===== src/rtl/spi_xfer_ctrl.sv =====
// spi_xfer_ctrl: transfer sequencer for the SPI master.
// Accepts a character-transfer command, starts spi_clgen, shifts tx bits out
// and samples rx bits on the edge strobes it returns, then pulses done.
module spi_xfer_ctrl #(
    parameter int MAX_LEN = 32,
    parameter int LEN_W   = 5
) (
    input  logic               wb_clk,
    input  logic               wb_reset_n,
    input  logic               start,
    input  logic [LEN_W-1:0]   char_len,
    input  logic [MAX_LEN-1:0] tx_data,
    input  logic               lsb_first,
    input  logic               tx_negedge,
    input  logic               rx_negedge,
    input  logic               pos_edge,
    input  logic               neg_edge,
    input  logic               miso,
    output logic               go,
    output logic               tip,
    output logic               lstclk,
    output logic               mosi,
    output logic               busy,
    output logic               done,
    output logic [MAX_LEN-1:0] rx_data
);

    // One extra bit so that a full MAX_LEN character fits in the counter.
    localparam int CNT_W = LEN_W + 1;

    typedef enum logic [1:0] {
        IDLE,
        LOAD,
        XFER,
        DONE
    } state_t;

    state_t             state;
    state_t             state_next;

    logic [CNT_W-1:0]   bit_cnt;
    logic [CNT_W-1:0]   len_q;
    logic [CNT_W-1:0]   start_len;
    logic [CNT_W-1:0]   cnt_after;
    logic [MAX_LEN-1:0] tx_sr;
    logic [MAX_LEN-1:0] rx_sr;
    logic [MAX_LEN-1:0] tx_aligned;
    logic [MAX_LEN-1:0] rx_shifted;
    logic               lsb_q;
    logic               tx_neg_q;
    logic               rx_neg_q;
    logic               accept;
    logic               rx_edge;
    logic               tx_edge;

    // Command decode, edge selection and the next rx shift-register value.
    always_comb begin
        accept     = (state == IDLE) && start;
        start_len  = (char_len == '0) ? CNT_W'(MAX_LEN) : {1'b0, char_len};
        // msb-first data is left-aligned so its first bit sits at the top.
        tx_aligned = tx_data << (CNT_W'(MAX_LEN) - start_len);
        rx_edge    = (state == XFER) && (rx_neg_q ? neg_edge : pos_edge);
        tx_edge    = (state == XFER) && (tx_neg_q ? neg_edge : pos_edge);
        // A same-cycle sample is accounted for before deciding whether to shift.
        cnt_after  = (rx_edge && (bit_cnt != '0)) ? (bit_cnt - CNT_W'(1)) : bit_cnt;
        if (lsb_q) begin
            rx_shifted = (rx_sr >> 1) | (MAX_LEN'(miso) << (len_q - CNT_W'(1)));
        end else begin
            rx_shifted = {rx_sr[MAX_LEN-2:0], miso};
        end
    end

    // State register.
    always_ff @(posedge wb_clk or negedge wb_reset_n) begin
        if (!wb_reset_n) begin
            state <= IDLE;
        end else begin
            state <= state_next;
        end
    end

    // Next-state logic and the state-decoded handshake outputs.
    always_comb begin
        state_next = state;
        go         = 1'b0;
        tip        = 1'b0;
        lstclk     = 1'b0;
        busy       = 1'b1;
        done       = 1'b0;
        unique case (state)
            IDLE: begin
                busy = 1'b0;
                if (start) begin
                    state_next = LOAD;
                end
            end
            LOAD: begin
                go         = 1'b1;
                tip        = 1'b1;
                lstclk     = (bit_cnt == CNT_W'(1));
                state_next = XFER;
            end
            XFER: begin
                tip    = 1'b1;
                lstclk = (bit_cnt == CNT_W'(1));
                if (rx_edge && (bit_cnt == CNT_W'(1))) begin
                    state_next = DONE;
                end
            end
            DONE: begin
                done       = 1'b1;
                state_next = IDLE;
            end
            default: begin
                state_next = IDLE;
            end
        endcase
    end

    // Datapath: command latch, tx/rx shift registers, bit counter and result.
    always_ff @(posedge wb_clk or negedge wb_reset_n) begin
        if (!wb_reset_n) begin
            bit_cnt  <= '0;
            len_q    <= '0;
            tx_sr    <= '0;
            rx_sr    <= '0;
            rx_data  <= '0;
            mosi     <= 1'b0;
            lsb_q    <= 1'b0;
            tx_neg_q <= 1'b0;
            rx_neg_q <= 1'b0;
        end else begin
            if (accept) begin
                bit_cnt  <= start_len;
                len_q    <= start_len;
                lsb_q    <= lsb_first;
                tx_neg_q <= tx_negedge;
                rx_neg_q <= rx_negedge;
                rx_sr    <= '0;
                if (lsb_first) begin
                    mosi  <= tx_data[0];
                    tx_sr <= tx_data >> 1;
                end else begin
                    mosi  <= tx_aligned[MAX_LEN-1];
                    tx_sr <= tx_aligned << 1;
                end
            end
            if (rx_edge) begin
                rx_sr   <= rx_shifted;
                bit_cnt <= cnt_after;
                if (bit_cnt == CNT_W'(1)) begin
                    rx_data <= rx_shifted;
                end
            end
            if (tx_edge && (cnt_after != '0)) begin
                mosi  <= lsb_q ? tx_sr[0] : tx_sr[MAX_LEN-1];
                tx_sr <= lsb_q ? (tx_sr >> 1) : (tx_sr << 1);
            end
        end
    end

endmodule


===== config.mk =====
export PLATFORM = sky130hd
export DESIGN_NAME = spi_xfer_ctrl
export DESIGN_NICKNAME = d
export VERILOG_FILES = /design/src/rtl/spi_xfer_ctrl.sv
export SDC_FILE = /design/constraint.sdc
export NUM_CORES = 1
export LEC_CHECK = 0
export BUFFER_PORTS_ARGS = -buffer_cell sky130_fd_sc_hd__buf_2
export CAP_MARGIN = 20
export CORE_MARGIN = 2
export CORE_UTILIZATION = 30
export DETAILED_ROUTE_END_ITERATION = 10
export PLACE_DENSITY = 0.5
export SKIP_CTS_REPAIR_TIMING = 1
export SLEW_MARGIN = 20
export SYNTH_ARGS = -nofsm -noshare
export SYNTH_HDL_FRONTEND = slang
export SYNTH_SLANG_ARGS = --single-unit

===== constraint.sdc =====
create_clock -name wb_clk -period 2.3 [get_ports wb_clk]
set_input_delay 0.345 -clock wb_clk [delete_from_list [all_inputs] [get_ports wb_clk]]
set_output_delay 0.345 -clock wb_clk [all_outputs]
set_load 0.005 [all_outputs]

==> summary.md <==
| Metric | Value |
|---|---|
| Status | `complete, no violations` |
| Slew @ Worst Pin | `0.749 ns` |
| # rows | `59` |
| Final Max Tran Viols | `0` |
| Die ar. | `27700 µm²` |
| Die W | `166 µm` |
| Number of global-route vias before repair | `around 7300` |
| Core Area | `26000 µm²` |
| Max-cap violations | `0` |
| H-tree levels | `4` |
| Total negative slack | `0 ns` |
| Reg2reg start | `len_q[0]$_DFFE_PN0P_` |
| Most frequent cells in the layout | `113 x dfrtp_1, 113 x buf_4, 84 x nand2_1` |
| Setup ws final | `0.0777 ns` |
| Initial Util | `30.4%` |
| Via density | `5.48` |
| Post-synthesis sequential area ratio | `between 30 and 40%` |
| First-pass GRT wire length | `about 41 mm` |
| CP arrival | `approximately 2.5 ns` |
| Total GRT Usage | `about 18%` |
| Slew Limit Headroom | `about half` |
| DR pass1 iterations | `5` |
| Fill count | `roughly 2700` |
| Crit Path Max Fanout | `14` |
| Multi-input logic area | `about 4800 µm²` |
| Largest net degree at the start of global routing | `between 70 and 80` |
| Syn-to-layout area delta | `28.9%` |
| Initial antenna violation count | `0` |
| Boundary Pins | `between 80 and 90` |
| Clock Path Buffers | `2` |
| Power Density | `1120 nW/µm²` |
| RSZ-0062 raised after global routing | `yes` |
| Placed cells | `~1300` |
| Layout Cells excl Fill | `between 1000 and 1500` |
| Reg2Reg Capture Point | `rx_data[30]$_DFFE_PN0P_` |
| Final Total Pwr | `0.0114 W` |
| Number of synthesized flops with an enable pin | `0` |
| Syn nets | `909` |
| Cell Area, Synth | `around 8000 µm²` |
| Root buf cell | `clkbuf_16` |
| Fin. Hold Viols | `0` |
| Clk pin slew, worst setup/hold paths | `0.06 ns` |
| # diodes | `0` |
| Drt total wl | `25.6 mm` |
| DRC violations left | `0` |
| Crit end category | `flop` |
| Asr flop ratio synth | `between 90% and 100%` |
| Clock network latency to the later pin of the worst-skew pair | `approximately 0.42 ns` |
| TritonCTS Buffers | `17` |
| Peak supply drop | `approximately 600 µV` |
| Hold Slack | `0.127 ns` |
| Syn. warnings | `0` |
| Leakage power | `a little under 5 nW` |
| CP Capture Point | `tx_sr[28]$_DFFE_PN0P_` |
| Syn Inst Count | `853` |
| Critical path launch point type | `input pin` |
| Synth unique cells | `60` |
| Nets | `1061` |
| Post-DRT Antenna Nets | `0` |
| HPWL after DPL | `between 15 and 20 mm` |
| Final setup vio count | `0` |
| Clock Skew | `0.0144 ns` |
| DIE HEIGHT | `around 170 µm` |
| #FFs+latches synth | `114` |
| Placer congestion estimate | `about 0.9` |
| Critical Path RT | `roughly 2.6 ns` |
| Final period utilization | `around 97%` |
| FF-to-FF setup slack | `about 0.10 ns` |
| CTS tree | `built` |
| Worst Hold Class | `input pin to flop` |
| Setup CP Type | `input pin to flop` |
| Fmax | `450 MHz` |
| CP Launch Point | `char_len[0]` |
| Storage cell area | `about 2900 µm²` |
| Fin crit period | `~2.2 ns` |
| Worst slack at placement | `-0.393 ns` |
| Vias | `between 7000 and 8000` |
| Worst r2r path cells | `6` |
| Initial DRC Count | `between 500 and 600` |
| Number of port buffers | `just over 80` |
| CTS Sinks | `roughly 110` |
| Fraction of layout cells with a size suffix above 1 | `32.5%` |
| WL/cell | `around 19 µm` |
| Grt ovf | `0` |
| Synth Area per Inst | `9.26 µm²` |
| Most used flip-flop cell after synthesis | `dfrtp_1` |
## worst min-delay path by stage
stage                                   to  startpoint  cells past startpoint
global placement      state[1]$_DFFE_PN0P_  wb_reset_n                      1
finish                rx_neg_q$_DFFE_PN0P_  rx_negedge                      3
CTS                   state[1]$_DFFE_PN0P_  wb_reset_n                      1
floorplan           bit_cnt[0]$_DFFE_PN0P_  wb_reset_n                      0
detailed placement    state[1]$_DFFE_PN0P_  wb_reset_n                      1
global route          rx_neg_q$_DFFE_PN0P_  rx_negedge                      3
## power breakdown
group	switching [W]	internal, W	total (W)
combinational	0.00296	0.00255	0.00551
clock	0.00104	0.00139	0.00243
sequential	0.000733	0.00277	0.00350
## cells in the mapped netlist, drive strengths merged (18+ instances only)
cell type / count / share of area [%]
a31oi: 34 / 2.7
and3: 36 / 2.8
nor2: 52 / 2.5
mux2i: 66 / 8.4
dfrtp: 114 / 36
o21ai: 43 / 2.7
mux2: 41 / 5.8
clkbuf: 48 / 2.3
a21oi: 63 / 4.0
mux4: 18 / 5.1
nand2: 86 / 4.3
a21o: 32 / 3.0
buf: 25 / 1.9
## critical path, stage by stage
cell	delay, ns
buf_2	0.14
inv_8	0.04
ha_4	0.28
buf_12	0.16
buf_4	0.16
mux2i_1	0.24
mux2i_1	0.20
mux2i_1	0.23
buf_4	0.15
o221ai_1	0.11
a221oi_2	0.33
o22ai_1	0.11
## final cells by class
cell class / count / area share (%)
inverters: 17 / 0.700
clock inverters: 13 / 1.01
multi-input cells: 649 / 47.4
repair buffers: 206 / 14.5
flip-flops and latches: 114 / 28.1
clock buffers: 19 / 4.25
well taps: 335 / 4.12
## logic make-up after synthesis
family / after synthesis / synth area share [%]
AOI/OAI and AO/OA: 269 / 22.6
xor gates and xnor gates: 6 / 0.665
adders and majority gates: 10 / 1.58
buffers and inverters: 90 / 5.03
DFF: 114 / 36.1
muxes: 125 / 19.3
and+or+nand+nor: 239 / 14.6
## routing by layer
layer | wire (µm) | GRT usage (%) | vias up | part of all wire (%)
li1 | - | - | 3517 | -
met1 | 11800 | 25.3 | 3629 | 46
met2 | 11800 | 28.6 | 222 | 46
met3 | 1230 | 3.03 | 43 | 4.8
met4 | 730 | 6.41 | 0 | 2.9
met5 | 0 | 0 | - | 0
## stage by stage
step | instance area (µm²) | util, %
after floorplan | 8000 | -
after global placement | 9480 | 36.5
after detailed placement | 9480 | 36.5
after CTS | 10000 | 38.6
after global routing | 10200 | 39.2
final | 10200 | 39.2
## flip-flops by register name, summed over array words and instances, names as in the netlist
| signal | flops |
|---|---|
| rx_neg_q | 1 |
| tx_neg_q | 1 |
| state | 2 |
| lsb_q | 1 |
| bit_cnt | 6 |
| tx_sr | 32 |
| len_q | 6 |
| rx_data | 32 |
| rx_sr | 32 |
| mosi | 1 |
(Power assumes the default switching activity.)
